<file path="src/rtl/axi_id_remap_pkg.sv">
// axi_id_remap_pkg: slot record, remapper widths and the matching-slot encoder.
package axi_id_remap_pkg;
    localparam int ID_IN_W = 8;
    localparam int ID_OUT_W = 4;
    localparam int CNT_W = 4;
    localparam int NS = 2 ** ID_OUT_W;
    localparam logic [CNT_W-1:0] CMAX = '1;
    typedef struct packed {
        logic busy;
        logic [ID_IN_W-1:0] id;
        logic [CNT_W-1:0] cnt;
    } slot_t;
    typedef slot_t [NS-1:0] slots_t;
    // returns {hit, index}; at most one busy slot ever holds a given id
    function automatic logic [ID_OUT_W:0] match_enc(slots_t s, logic [ID_IN_W-1:0] id);
        match_enc = '0;
        for (int i = 0; i < NS; i++)
            if (s[i].busy && s[i].id == id) match_enc = {1'b1, ID_OUT_W'(i)};
    endfunction
endpackage

</file>
<file path="src/rtl/axi_id_remap_table_if.sv">
// axi_id_remap_table_if: allocation, release and status signals of the slot table.
interface axi_id_remap_table_if;
    import axi_id_remap_pkg::*;
    logic alloc_valid;
    logic [ID_IN_W-1:0] alloc_id;
    logic alloc_ready;
    logic [ID_OUT_W-1:0] alloc_slot;
    logic alloc_fire;
    logic rel_valid;
    logic [ID_OUT_W-1:0] rel_slot;
    logic [ID_IN_W-1:0] rel_id;
    logic rel_hit;
    logic empty;
    logic [ID_OUT_W:0] busy_slots;
    modport master(output alloc_valid, alloc_id, alloc_fire, rel_valid, rel_slot,
                   input alloc_ready, alloc_slot, rel_id, rel_hit, empty, busy_slots);
    modport slave(input alloc_valid, alloc_id, alloc_fire, rel_valid, rel_slot,
                  output alloc_ready, alloc_slot, rel_id, rel_hit, empty, busy_slots);
endinterface

</file>
<file path="src/rtl/axi_id_remap_ff1.sv">
// axi_id_remap_ff1: lowest-index set bit of a free mask, as index plus found flag.
module axi_id_remap_ff1 #(
    parameter int NS = 16,
    localparam int W = $clog2(NS)
) (
    input logic [NS-1:0] free,
    output logic [W-1:0] idx,
    output logic found
);
    logic [NS-1:0] oh;
    assign oh = free & (~free + NS'(1));
    assign found = |free;
    always_comb begin
        idx = '0;
        for (int i = 0; i < NS; i++)
            idx = oh[i] ? idx | W'(i) : idx;
    end
endmodule

</file>
<file path="src/rtl/axi_id_remap_table.sv">
// axi_id_remap_table: maps upstream IDs onto downstream slots and counts
// outstanding transactions per slot; restores upstream IDs on responses.
module axi_id_remap_table
    import axi_id_remap_pkg::*;
(
    input logic clk,
    input logic rst_n,
    axi_id_remap_table_if.slave bus
);
    slots_t s, s_nxt;
    logic [NS-1:0] free, inc, dec;
    logic [ID_OUT_W-1:0] free_idx, m_idx;
    logic free_found, m_hit;
    logic [ID_OUT_W:0] cnt_busy;

    always_comb
        for (int i = 0; i < NS; i++) free[i] = ~s[i].busy;

    axi_id_remap_ff1 #(.NS(NS)) u_ff1 (.free(free), .idx(free_idx), .found(free_found));

    assign {m_hit, m_idx} = match_enc(s, bus.alloc_id);
    assign bus.alloc_slot = m_hit ? m_idx : free_found ? free_idx : '0;
    assign bus.alloc_ready = m_hit ? s[m_idx].cnt != CMAX : free_found;
    assign bus.rel_id = s[bus.rel_slot].id;
    assign bus.rel_hit = s[bus.rel_slot].busy;

    // alloc and release on one slot cancel; selection always sees pre-edge state
    always_comb begin
        s_nxt = s;
        for (int i = 0; i < NS; i++) begin
            inc[i] = bus.alloc_fire && bus.alloc_slot == ID_OUT_W'(i);
            dec[i] = bus.rel_valid && bus.rel_hit && bus.rel_slot == ID_OUT_W'(i);
            s_nxt[i].cnt = s[i].cnt + CNT_W'(inc[i]) - CNT_W'(dec[i]);
            s_nxt[i].busy = s_nxt[i].cnt != '0;
            s_nxt[i].id = inc[i] && !s[i].busy ? bus.alloc_id : s[i].id;
        end
    end

    always_ff @(posedge clk or negedge rst_n)
        if (!rst_n) s <= '0;
        else s <= s_nxt;

    always_comb begin
        cnt_busy = '0;
        for (int i = 0; i < NS; i++) cnt_busy = cnt_busy + (ID_OUT_W + 1)'(s[i].busy);
    end
    assign bus.busy_slots = cnt_busy;
    assign bus.empty = cnt_busy == '0;
endmodule

</file>
<file path="src/flat_wrapper.sv">
// flat-port wrapper written by rule: the top's interface ports become plain ports
module axi_id_remap_table_flat import axi_id_remap_pkg::*;
  (clk, rst_n, bus_alloc_valid, bus_alloc_id, bus_alloc_fire, bus_rel_valid, bus_rel_slot, bus_alloc_ready, bus_alloc_slot, bus_rel_id, bus_rel_hit, bus_empty, bus_busy_slots);
  axi_id_remap_table_if bus_i ();
  input logic clk;
  input logic rst_n;
  input wire logic [$bits(bus_i.alloc_valid)-1:0] bus_alloc_valid;
  input wire logic [$bits(bus_i.alloc_id)-1:0] bus_alloc_id;
  input wire logic [$bits(bus_i.alloc_fire)-1:0] bus_alloc_fire;
  input wire logic [$bits(bus_i.rel_valid)-1:0] bus_rel_valid;
  input wire logic [$bits(bus_i.rel_slot)-1:0] bus_rel_slot;
  output wire logic [$bits(bus_i.alloc_ready)-1:0] bus_alloc_ready;
  output wire logic [$bits(bus_i.alloc_slot)-1:0] bus_alloc_slot;
  output wire logic [$bits(bus_i.rel_id)-1:0] bus_rel_id;
  output wire logic [$bits(bus_i.rel_hit)-1:0] bus_rel_hit;
  output wire logic [$bits(bus_i.empty)-1:0] bus_empty;
  output wire logic [$bits(bus_i.busy_slots)-1:0] bus_busy_slots;
  assign bus_i.alloc_valid = bus_alloc_valid;
  assign bus_i.alloc_id = bus_alloc_id;
  assign bus_i.alloc_fire = bus_alloc_fire;
  assign bus_i.rel_valid = bus_rel_valid;
  assign bus_i.rel_slot = bus_rel_slot;
  assign bus_alloc_ready = bus_i.alloc_ready;
  assign bus_alloc_slot = bus_i.alloc_slot;
  assign bus_rel_id = bus_i.rel_id;
  assign bus_rel_hit = bus_i.rel_hit;
  assign bus_empty = bus_i.empty;
  assign bus_busy_slots = bus_i.busy_slots;
  axi_id_remap_table u_core (.clk(clk), .rst_n(rst_n), .bus(bus_i));
endmodule
</file>
<file path="config.mk">
export PLATFORM = sky130hd
export DESIGN_NAME = axi_id_remap_table_flat
export DESIGN_NICKNAME = d
export VERILOG_FILES = /design/src/rtl/axi_id_remap_pkg.sv /design/src/rtl/axi_id_remap_table_if.sv /design/src/rtl/axi_id_remap_ff1.sv /design/src/rtl/axi_id_remap_table.sv /design/src/flat_wrapper.sv
export SDC_FILE = /design/constraint.sdc
export NUM_CORES = 1
export LEC_CHECK = 0
export ABC_AREA = 0
export CAP_MARGIN = 20
export CORE_ASPECT_RATIO = 0.8
export CORE_UTILIZATION = 60
export DETAILED_ROUTE_END_ITERATION = 16
export HOLD_SLACK_MARGIN = 0.06
export PLACE_DENSITY = 0.78
export SLEW_MARGIN = 10
export SYNTH_ARGS = -nofsm -noshare
export SYNTH_HDL_FRONTEND = slang
export SYNTH_SLANG_ARGS = --single-unit
</file>
<file path="constraint.sdc">
create_clock -name clk -period 7.25 [get_ports clk]
set_clock_uncertainty 0.1 [all_clocks]
set_input_delay 1.45 -clock clk [delete_from_list [all_inputs] [get_ports clk]]
set_output_delay 1.45 -clock clk [all_outputs]
set_load 0.02 [all_outputs]
</file>
==> results.md, run 1 <==
* Result of the run: finished clean
* Clock transition at the registers of the reported paths at 0.06 ns
* Relative area change from synthesis to final layout at 8.75%
* Drt total wl at 31500 um
* Die W at 172 um
* Non-Filler Cell Area, Final at 0.0151 sq mm
* Post-synth ARST share at 100%
* Endpoint class of the critical path: primary output
* Placeable core area at 0.0226 sq mm
* Data arrival time of the critical path at 5.48 ns
* Tcrit/Tclk final at 97.0%
* Tightest Pin Transition at 1.09 ns
* Wire length of the first global-routing pass at 51200 um
* Worst hold-check path type: flip-flop to flip-flop
* CP peak stage delay at 0.54 ns
* DRC viols at 0
* Critical Path Fanout Max at 6
* Sequential cell area fraction in the yosys report at 37.4%
* Worst max-slew margin expressed relative to the limit at 27.5%
* Netlist Area Pre-Place at 0.0139 sq mm
* Antenna-violating nets left at 0
* Number of synthesized flops with an enable pin at 0
* Via count at 8952
* H-tree levels at 1
* RSZ-0062 raised after global routing: no
* Ys Warns at 0
* Number of buffers on the longest clock path at 3
* Footprint of the flip-flops and latches at 0.00521 sq mm
* Initial Utilization at 61.6%
* Total nets after synthesis at 1262
* Hold WS at 0.433 ns
* Die Outline Area at 0.0238 sq mm
* Total of buffers placed on input and output ports at 35
* Vias in the first global route at 9279
* Max-slew violations at 0
* Top cells by area in the synthesized netlist: sky130_fd_sc_hd__dfrtp_1 (37%), sky130_fd_sc_hd__xnor2_1 (9.7%), sky130_fd_sc_hd__mux4_2 (7.3%)
* Max-Cap Viols at 0
* Setup Viol. Count Final at 0
* Post-synthesis area per instance at 12.1 sq um
* Total GRT Usage at 28.1%
* Initial antenna violation count at 0
* Flip-flop count of the largest register, all copies and words added at 208
* Area of placed instances at 0.0145 sq mm
* Average wire length per cell after detail routing at 21.1 um
* Total negative slack for setup checks at 0 ns
* Sink Count at 208
* Leakage at 6.96 nW
* Kind of launch point of the worst setup path: flip-flop
* Count of distinct cell types in the synthesized netlist at 72
* Final net count at 1288
* Vert. Die Dim at 138 um
* Total clock buffers created by CTS at 22
* Post-DP HPWL at 23300 um
* Achievable clock frequency at 142 MHz
* Pin count of the biggest net entering global routing at 100
* Cell Pwr Density at 398 mW/mm^2
* Average vias per placed instance at 6.00
* Dominant cell type by count on the critical path: sky130_fd_sc_hd__fa_1
* Final Wtd Congestion at 0.925
* CTS Hold Buffers Added at 0
* Fillers at 1666
* Share of post-route cells with drive strength above 1 at 23.2%
* Later-pin clock latency in the skew report at 0.52 ns
* Number of core rows at 49
* Min cycle time layout at 7.03 ns
* Largest register by flop count: u_core.s
* Share of the synthesized area in the top cell type at 37.4%
* Crit path cell chain: inv_1 > ha_1 > fa_1 > fa_1 > fa_1 > fa_1 > inv_1 > fa_1 > fa_1 > xor2_1 > or4_1 > nor2_1 > dlygate4sd2_1
* Number of DRC markers in iteration 0 at 655
* Required time of the critical path at 5.70 ns
* Post-synthesis cell count at 1148
* TritonCTS clock tree: done
* Cell at the slowest stage of the critical path: sky130_fd_sc_hd__fa_1
* Worst-case vdd ir drop at 328 uV
* Clk root buf: sky130_fd_sc_hd__clkbuf_16
* Number of storage elements in the synthesis netlist at 208
* Largest registers: u_core.s (208)
* Yosys top cell by area: sky130_fd_sc_hd__dfrtp_1
* Final Hold Fails at 0
* Remaining Overflow, GRT at 0
* Ys flop type: sky130_fd_sc_hd__dfrtp_1
* Number of diodes at 0
* I/O pin cnt at 37
* Pre-Repair DR Iteration Count at 5
* Critical path class: flip-flop to primary output
* Area taken by multi-input logic gates at 0.00781 sq mm
-- layer usage --
metal / vias to the layer above / global-route usage, % / routed length (um)
met5: - / 0 / 0
met4: 0 / 6.52 / 643
met3: 41 / 5.15 / 2020
met2: 260 / 43.1 / 14700
met1: 4589 / 41.7 / 14200
li1: 4062 / - / -
-- layout make-up --
cell class	count	share of cell area [%]
inverter	122	3.02
sequential	208	34.4
multi-input combinational	761	51.6
clock inverter	2	0.0661
timing repair buffer	59	4.11
clock buffer	33	4.31
tap	306	2.53
-- report_power, final --
group | internal, mW | leakage [nW] | switching (mW)
Combinational | 1.43 | 3.98 | 1.62
Clock | 0.615 | 0.327 | 0.464
Sequential | 1.55 | 2.65 | 0.352
-- cells in the mapped netlist (20+ instances only) --
master and count:
sky130_fd_sc_hd__dfrtp_1 208, sky130_fd_sc_hd__xnor2_1 155, sky130_fd_sc_hd__inv_1 121, sky130_fd_sc_hd__mux2_2 78, sky130_fd_sc_hd__ha_1 71, sky130_fd_sc_hd__mux2_4 48, sky130_fd_sc_hd__mux4_2 45, sky130_fd_sc_hd__nand4_1 41
sky130_fd_sc_hd__nor2_1 38, sky130_fd_sc_hd__nand2_1 27, sky130_fd_sc_hd__fa_1 26, sky130_fd_sc_hd__nand3_1 24, sky130_fd_sc_hd__xor2_1 23, sky130_fd_sc_hd__a21oi_1 20
-- path summary, 6_finish.rpt --
check,start,endpoint,slack [ns],cells after the start
min,u_core.s[151]$_DFFE_PN0P_,u_core.s[151]$_DFFE_PN0P_,0.43,1
max,u_core.s[25]$_DFF_PN0_,bus_empty,0.22,13
max reg2reg,u_core.s[51]$_DFF_PN0_,u_core.s[38]$_DFF_PN0_,2.83,12
min in group asynchronous,rst_n,u_core.s[27]$_DFF_PN0_,0.93,1
min reg2reg,u_core.s[151]$_DFFE_PN0P_,u_core.s[151]$_DFFE_PN0P_,0.43,1
max in group asynchronous,rst_n,u_core.s[131]$_DFF_PN0_,4.60,2
-- through the flow --
stage	util (%)	cells	setup WS (ns)	power [mW]
finish	66.9	1491	0.217	6.03
global route	66.9	1491	0.0355	6.44
CTS	66.9	1490	0.167	6.04
detailed placement	63.9	1455	0.469	4.94
global placement	63.9	1455	0.497	4.81
floorplan	-	1148	0.982	4.06
-- critical path, delay by kind of cell (launching register included) --
kind,cells,cell delay (ns)
XOR/XNOR,1,0.19
adder cells (fa/ha/maj),7,3.29
buffers and inverters,3,0.51
flip-flops,1,0.44
AND/OR/NAND/NOR,2,0.55
-- cell families after synthesis --
logic type               count (synthesis)  synth area share [%]
AO/OA/AOI/OAI                           67                  3.94
XOR/XNOR                               178                  11.2
adder cells (fa/ha/maj)                 97                  10.1
buffers and inverters                  179                  6.53
flip-flops                             208                  37.4
multiplexers                           184                  19.7
AND/OR/NAND/NOR                        235                  11.1
-- placed cells by master, fill, tap and decap left out, drive strengths merged, types with 26 or more instances in the layout --
master	instances
buf	26
xnor2	155
nor3	31
mux4	45
inv	122
clkdlybuf4s50	31
nand2	33
ha	71
fa	26
mux2	132
nand3	29
dfrtp	208
nor2	38
clkbuf	34
nand4	44
-- timing repair --
item	in CTS	in global routing
pin swaps	0	0
resized for setup	1	1
setup buffers	0	0
setup endpoints to repair	1	1
Note: power is estimated with default switching activity, not from simulation.
==> inputs of run 2 (changes only) <==
--- a/config.mk
+++ b/config.mk
@@ -12,6 +12,7 @@
 export DETAILED_ROUTE_END_ITERATION = 16
 export HOLD_SLACK_MARGIN = 0.06
 export PLACE_DENSITY = 0.78
+export RECOVER_POWER = 100
 export SLEW_MARGIN = 10
 export SYNTH_ARGS = -nofsm -noshare
 export SYNTH_HDL_FRONTEND = slang
==> run 2 against run 1 <==
  * The flow now finishes with violations (max-capacitance violations, max-slew violations)
  * Global-route usage is the same
  * Setup slack gained 0.0013 ns
  * Sequential power is essentially flat
  * Sequential share of layout area is 0.97 points higher
  * Power down 3.8%
  * Critical path type unchanged
==> results.md, run 2 (synthesis gave the netlist of run 1 again) <==
* Max-Cap Viols at 2 (was 0)
* Clk root buf: sky130_fd_sc_hd__clkbuf_16 (unchanged)
* Number of DRC markers in iteration 0 at 607 (was 655)
* Share of post-route cells with drive strength above 1 at 17.1% (was 23.2%)
* Number of diodes at 0 (unchanged)
* Worst r2r path cells at 12 (unchanged)
* Min cycle time layout at 7.03 ns (about the same)
* Final net count at 1288 (unchanged)
* Total of buffers placed on input and output ports at 35 (unchanged)
* Most used cells in the layout excluding fill and tap cells: sky130_fd_sc_hd__dfrtp_1 (207), sky130_fd_sc_hd__xnor2_1 (155), sky130_fd_sc_hd__inv_1 (121) (unchanged)
* Die W at 172 um (unchanged)
* Switching power total at 2.35 mW (was 2.43 mW)
* Achievable clock frequency at 142 MHz (about the same)
* Via count at 8912 (was 8952)
* Relative contribution of combinational cells to total power at 48.8% (was 50.6%)
* Total clock buffers created by CTS at 22 (unchanged)
* Endpoint class of the critical path: primary output (unchanged)
* Remaining Overflow, GRT at 0 (unchanged)
* Pre-Repair DR Iteration Count at 7 (was 5)
* Failing checks: max-capacitance violations, max-slew violations
* Antenna-violating nets left at 0 (unchanged)
* Hold-critical path depth at 1 (unchanged)
* Inst Count DP at 1455 (unchanged)
* Most common cell after layout, fill and taps aside: sky130_fd_sc_hd__dfrtp_1 (unchanged)
* Sw Ratio at 40.4% (about the same)
* Flip-flop count of the largest register, all copies and words added at 208 (unchanged)
* Tcrit/Tclk final at 97.0% (about the same)
* Data arrival time of the critical path at 5.48 ns (about the same)
* Final Wtd Congestion at 0.925 (unchanged)
* Result of the run: finished, violations left (was finished clean)
* Average vias per placed instance at 5.98 (was 6.00)
* Placeable core area at 0.0226 sq mm (unchanged)
* Die Outline Area at 0.0238 sq mm (unchanged)
* Number of buffers on the longest clock path at 3 (unchanged)
* Number of core rows at 49 (unchanged)
* Critical Path Fanout Max at 6 (unchanged)
* Vert. Die Dim at 138 um (unchanged)
* I/O pin cnt at 37 (unchanged)
* DRC viols at 0 (unchanged)
* Flop pwr share at 32.6% (was 31.5%)
* Wire length of the first global-routing pass at 51200 um (unchanged)
* Largest registers: u_core.s (208) (unchanged)
* Critical path class: flip-flop to primary output (unchanged)
* Setup Viol. Count Final at 0 (unchanged)
* Worst hold-check path type: flip-flop to flip-flop (unchanged)
* Average wire length per cell after detail routing at 21.2 um (was 21.1 um)
* Cell Pwr Density at 394 mW/mm^2 (was 398 mW/mm^2)
* Worst max-slew margin expressed relative to the limit at -220% (was 27.5%)
* Final Instance Count excl. Fillers at 1491 (unchanged)
* Relative area change from synthesis to final layout at 5.78% (was 8.75%)
* Required time of the critical path at 5.70 ns (about the same)
* Max-slew violations at 119 (was 0)
* Post-DP HPWL at 23300 um (unchanged)
* Later-pin clock latency in the skew report at 0.52 ns (about the same)
* Clock transition at the registers of the reported paths at 0.06 ns (about the same)
* Total negative slack for setup checks at 0 ns (unchanged)
* Largest register by flop count: u_core.s (unchanged)
* Initial antenna violation count at 0 (unchanged)
* Pin count of the biggest net entering global routing at 100 (unchanged)
* RSZ-0062 raised after global routing: no (unchanged)
* Kind of launch point of the worst setup path: flip-flop (unchanged)
* Initial Utilization at 61.6% (unchanged)
* Fillers at 1750 (was 1666)
* Sink Count at 208 (unchanged)
* Leakage at 6.66 nW (was 6.96 nW)
* Tightest Pin Transition at 4.79 ns (was 1.09 ns)
* TritonCTS clock tree: done (unchanged)
* Vias in the first global route at 9279 (unchanged)
* P_int at 3.45 mW (was 3.59 mW)
* Smallest setup slack after layout at 0.218 ns (was 0.217 ns)
* Final Hold Fails at 0 (unchanged)
* H-tree levels at 1 (unchanged)
* Part of the total power dissipated in the clock network at 18.6% (was 17.9%)
* Area of placed instances at 0.0145 sq mm (unchanged)
* Non-Filler Cell Area, Final at 0.0147 sq mm (was 0.0151 sq mm)
* Worst-case vdd ir drop at 325 uV (was 328 uV)
* Worst slack, placed at 0.469 ns (unchanged)
* Drt total wl at 31600 um (was 31500 um)
* Total GRT Usage at 28.1% (unchanged)
[run 2: cell count changes in the layout (fill, tap and decap cells not counted), sizes merged]
cell / before / now
clkdlybuf4s25: 0 / 1
buf: 26 / 22
dlygate4sd3: 0 / 14
clkdlybuf4s50: 31 / 17
clkbuf: 34 / 37
[run 2: layout make-up]
type	count	area (sq um)	area share, %
clock buffers	33	653	4.43
repair buffers	59	599	4.07
clock inverters	2	10.0	0.0679
multi-input cells	761	7420	50.4
inverters	122	458	3.11
flip-flops and latches	208	5210	35.3
well taps	306	383	2.60
[run 2: path summary, 6_finish.rpt]
kind / start / to / slack [ns]
worst max-delay path: u_core.s[25]$_DFF_PN0_ / bus_empty / 0.22
worst min-delay path: u_core.s[151]$_DFFE_PN0P_ / u_core.s[151]$_DFFE_PN0P_ / 0.43
worst max register to register: u_core.s[51]$_DFF_PN0_ / u_core.s[38]$_DFF_PN0_ / 2.44
worst min register to register: u_core.s[151]$_DFFE_PN0P_ / u_core.s[151]$_DFFE_PN0P_ / 0.43
max in group asynchronous: rst_n / u_core.s[126]$_DFFE_PN0P_ / 1.07
min in group asynchronous: rst_n / u_core.s[27]$_DFF_PN0_ / 2.78
[run 2: timing repair]
item	4_1_cts	5_1_grt
buffers inserted	0	0
setup endpoints to repair	1	1
resized for setup	1	1
hold buffers	0	0
[run 2: per-layer routing]
layer	GRT usage, %	vias to the layer above	wire length, um
met2	43.1	232	14600
met3	5.15	48	1890
met5	0	-	0
li1	-	4055	-
met4	6.52	0	663
met1	41.7	4577	14500
[run 2: power by group through the flow]
stage	clock network [mW]	logic (mW)	registers, mW
after floorplan	0	2.25	1.81
after global placement	0	2.93	1.89
after detailed placement	0	3.04	1.91
after CTS	1.10	3.05	1.89
after global routing	1.14	3.14	1.94
final	1.08	2.83	1.89
[run 2: worst max-delay path: stages (launching register included)]
cell	delay (ns)
sky130_fd_sc_hd__dfrtp_2	0.44
sky130_fd_sc_hd__inv_1	0.13
sky130_fd_sc_hd__ha_1	0.27
sky130_fd_sc_hd__fa_1	0.53
sky130_fd_sc_hd__fa_1	0.53
sky130_fd_sc_hd__fa_1	0.53
sky130_fd_sc_hd__fa_1	0.54
sky130_fd_sc_hd__inv_1	0.05
sky130_fd_sc_hd__fa_1	0.47
sky130_fd_sc_hd__fa_1	0.42
sky130_fd_sc_hd__xor2_1	0.18
sky130_fd_sc_hd__or4_1	0.46
sky130_fd_sc_hd__nor2_1	0.09
sky130_fd_sc_hd__dlygate4sd2_1	0.33
[run 2: per-stage QoR]
step / hold slack (ns) / total power [mW] / util, %
finish: 0.433 / 5.80 / 65.1
global route: 0.447 / 6.22 / 65.1
CTS: 0.433 / 6.04 / 66.9
detailed placement: 0.419 / 4.94 / 63.9
global placement: 0.412 / 4.81 / 63.9
floorplan: 0.395 / 4.06 / -
==> inputs of run 3 (changes only) <==
--- a/config.mk
+++ b/config.mk
@@ -8,10 +8,10 @@
 export ABC_AREA = 0
 export CAP_MARGIN = 20
 export CORE_ASPECT_RATIO = 0.8
-export CORE_UTILIZATION = 60
+export CORE_UTILIZATION = 35
 export DETAILED_ROUTE_END_ITERATION = 16
 export HOLD_SLACK_MARGIN = 0.06
-export PLACE_DENSITY = 0.78
+export PLACE_DENSITY = 0.5
 export RECOVER_POWER = 100
 export SLEW_MARGIN = 10
 export SYNTH_ARGS = -nofsm -noshare
==> run 3 against run 2 <==
  * The run still ends with max-capacitance violations, max-slew violations left
  * Setup slack better by 0.051 ns
  * Utilization is 26 points lower
  * Sequential share of layout area shrank 0.85 points
  * First-iteration DRC count fell by 25%
  * Largest cell class unchanged
  * Largest power group unchanged
  * Highest routed layer unchanged
==> results.md, run 3 (synthesis gave the netlist of run 1 again) <==
* Antenna-violating nets left at 0 (unchanged)
* Drt total wl at 34900 um (was 31600 um)
* Achievable clock frequency at 143 MHz (was 142 MHz)
* Non-Filler Cell Area, Final at 0.0151 sq mm (was 0.0147 sq mm)
* DRC viols at 0 (unchanged)
* Number of DRC markers in iteration 0 at 457 (was 607)
* P_int at 3.52 mW (was 3.45 mW)
* Sw Ratio at 40.0% (was 40.4%)
* Later-pin clock latency in the skew report at 0.53 ns (was 0.52 ns)
* CP peak stage delay at 0.80 ns (was 0.54 ns)
* Relative area change from synthesis to final layout at 8.37% (was 5.78%)
* Setup Viol. Count Final at 0 (unchanged)
* Vias in the first global route at 9205 (was 9279)
* Tightest Pin Transition at 4.17 ns (was 4.79 ns)
* Final Wtd Congestion at 0.890 (was 0.925)
* Total of buffers placed on input and output ports at 35 (unchanged)
* Pin count of the biggest net entering global routing at 74 (was 100)
* Count of buffer and inverter cells on the critical path at 3 (unchanged)
* Result of the run: finished, violations left (unchanged)
* Die W at 225 um (was 172 um)
* Initial antenna violation count at 0 (unchanged)
* Number of core rows at 64 (was 49)
* Clock transition at the registers of the reported paths at 0.05 ns (was 0.06 ns)
* Largest register by flop count: u_core.s (unchanged)
* H-tree levels at 1 (unchanged)
* Endpoint class of the critical path: primary output (unchanged)
* Wire length of the first global-routing pass at 55500 um (was 51200 um)
* Max-Cap Viols at 5 (was 2)
* Data arrival time of the critical path at 5.43 ns (was 5.48 ns)
* Most used cells in the layout excluding fill and tap cells: sky130_fd_sc_hd__dfrtp_1 (208), sky130_fd_sc_hd__xnor2_1 (155), sky130_fd_sc_hd__inv_1 (121) (was sky130_fd_sc_hd__dfrtp_1 (207), sky130_fd_sc_hd__xnor2_1 (155), sky130_fd_sc_hd__inv_1 (121))
* Critical path class: input pin to primary output (was flip-flop to primary output)
* Min cycle time layout at 6.98 ns (was 7.03 ns)
* Die Outline Area at 0.0406 sq mm (was 0.0238 sq mm)
* Number of diodes at 0 (unchanged)
* Switching power total at 2.35 mW (about the same)
* Failing checks: max-capacitance violations, max-slew violations (unchanged)
* Pre-Repair DR Iteration Count at 4 (was 7)
* Placeable core area at 0.0388 sq mm (was 0.0226 sq mm)
* Cell Pwr Density at 389 mW/mm^2 (was 394 mW/mm^2)
* Critical Path Fanout Max at 18 (was 6)
* Sink Count at 208 (unchanged)
* RSZ-0062 raised after global routing: no (unchanged)
* Total negative slack for setup checks at 0 ns (unchanged)
* Average wire length per cell after detail routing at 20.3 um (was 21.2 um)
* Vert. Die Dim at 180 um (was 138 um)
* Average vias per placed instance at 5.06 (was 5.98)
* Cell family contributing the most delay on the critical path: buffers and inverters (was adder cells)
* Worst-case vdd ir drop at 192 uV (was 325 uV)
* Hold WS at 0.438 ns (was 0.433 ns)
* Post-DP HPWL at 26100 um (was 23300 um)
* Flip-flop count of the largest register, all copies and words added at 208 (unchanged)
* Initial Utilization at 35.9% (was 61.6%)
* Remaining Overflow, GRT at 0 (unchanged)
* CTS Hold Buffers Added at 0 (unchanged)
* I/O pin cnt at 37 (unchanged)
* Via count at 8720 (was 8912)
* Clk root buf: sky130_fd_sc_hd__clkbuf_16 (unchanged)
* Area of placed instances at 0.0148 sq mm (was 0.0145 sq mm)
* Most common cell after layout, fill and taps aside: sky130_fd_sc_hd__dfrtp_1 (unchanged)
* Final net count at 1291 (was 1288)
* Tcrit/Tclk final at 96.3% (was 97.0%)
* Max-slew violations at 247 (was 119)
* Cell at the slowest stage of the critical path: sky130_fd_sc_hd__dlygate4sd3_1 (was sky130_fd_sc_hd__fa_1)
* Share of post-route cells with drive strength above 1 at 17.3% (was 17.1%)
* Worst hold-check path type: flip-flop to flip-flop (unchanged)
* Crit path cell chain: dlygate4sd3_1 > buf_12 > xor2_1 > nor4_2 > nor2_1 > and2_1 > o21ai_2 > mux2_2 > a22oi_1 > a31oi_1 > o22a_1 > clkdlybuf4s50_1 (was inv_1 > ha_1 > fa_1 > fa_1 > fa_1 > fa_1 > inv_1 > fa_1 > fa_1 > xor2_1 > or4_1 > nor2_1 > dlygate4sd2_1)
* Final Hold Fails at 0 (unchanged)
* Total GRT Usage at 17.9% (was 28.1%)
* Flop pwr share at 32.2% (was 32.6%)
* Kind of launch point of the worst setup path: input pin (was flip-flop)
* Leakage at 6.72 nW (was 6.66 nW)
* Number of buffers on the longest clock path at 3 (unchanged)
* Relative contribution of combinational cells to total power at 47.6% (was 48.8%)
* TritonCTS clock tree: done (unchanged)
* Largest registers: u_core.s (208) (unchanged)
* Part of the total power dissipated in the clock network at 20.2% (was 18.6%)
* Required time of the critical path at 5.70 ns (about the same)
* Worst max-slew margin expressed relative to the limit at -178% (was -220%)
* Total clock buffers created by CTS at 24 (was 22)
==> run 3: cell type report <==
cell class,count,area (sq um)
Tap cell,528,661
Clock inverter,6,55.1
Multi-Input combinational cell,761,7400
Fill cell,3855,23700
Timing Repair Buffer,60,611
Sequential cell,208,5200
Clock buffer,37,701
Inverter,122,458
==> run 3: path summary, 6_finish.rpt <==
| check | slack [ns] | end | from | cells after the start |
|---|---|---|---|---|
| max in group asynchronous | 1.36 | u_core.s[127]$_DFFE_PN0P_ | rst_n | 2 |
| worst min-delay path | 0.44 | u_core.s[7]$_DFFE_PN0P_ | u_core.s[7]$_DFFE_PN0P_ | 1 |
| min in group asynchronous | 2.28 | u_core.s[92]$_DFF_PN0_ | rst_n | 1 |
| worst max-delay path | 0.27 | bus_alloc_ready | bus_alloc_id[5] | 12 |
| worst min register to register | 0.44 | u_core.s[7]$_DFFE_PN0P_ | u_core.s[7]$_DFFE_PN0P_ | 1 |
| worst max register to register | 2.41 | u_core.s[139]$_DFFE_PN0P_ | u_core.s[155]$_DFF_PN0_ | 9 |
==> run 3: per-stage QoR <==
stage	setup slack [ns]	instances	utilization, %	power (mW)
2_1_floorplan	0.982	1148	-	4.06
3_3_place_gp	0.362	1679	38.1	4.93
3_5_place_dp	0.323	1679	38.1	4.97
4_1_cts	0.102	1722	40.1	6.20
5_1_grt	0.0324	1722	38.9	6.36
6_report	0.270	1722	38.9	5.88
==> run 3: what timing repair did <==
item | 4_1_cts | 5_1_grt
gates cloned | 0 | 0
endpoints found under the setup margin | 1 | 1
buffers inserted | 0 | 0
gates resized for setup | 1 | 2
==> run 3: layer usage <==
metal	GRT usage, %	up-vias	part of all wire [%]
li1	-	4082	-
met1	27.1	4425	50
met2	25.8	168	42
met3	3.77	45	5.3
met4	4.03	0	2.2
met5	0	-	0
==> run 3: power by group through the flow <==
stage / Clock (mW) / Sequential [mW] / Combinational (mW)
final: 1.19 / 1.89 / 2.80
after global routing: 1.28 / 1.94 / 3.14
after CTS: 1.23 / 1.89 / 3.07
after detailed placement: 0 / 1.91 / 3.06
after global placement: 0 / 1.90 / 3.03
after floorplan: 0 / 1.81 / 2.25
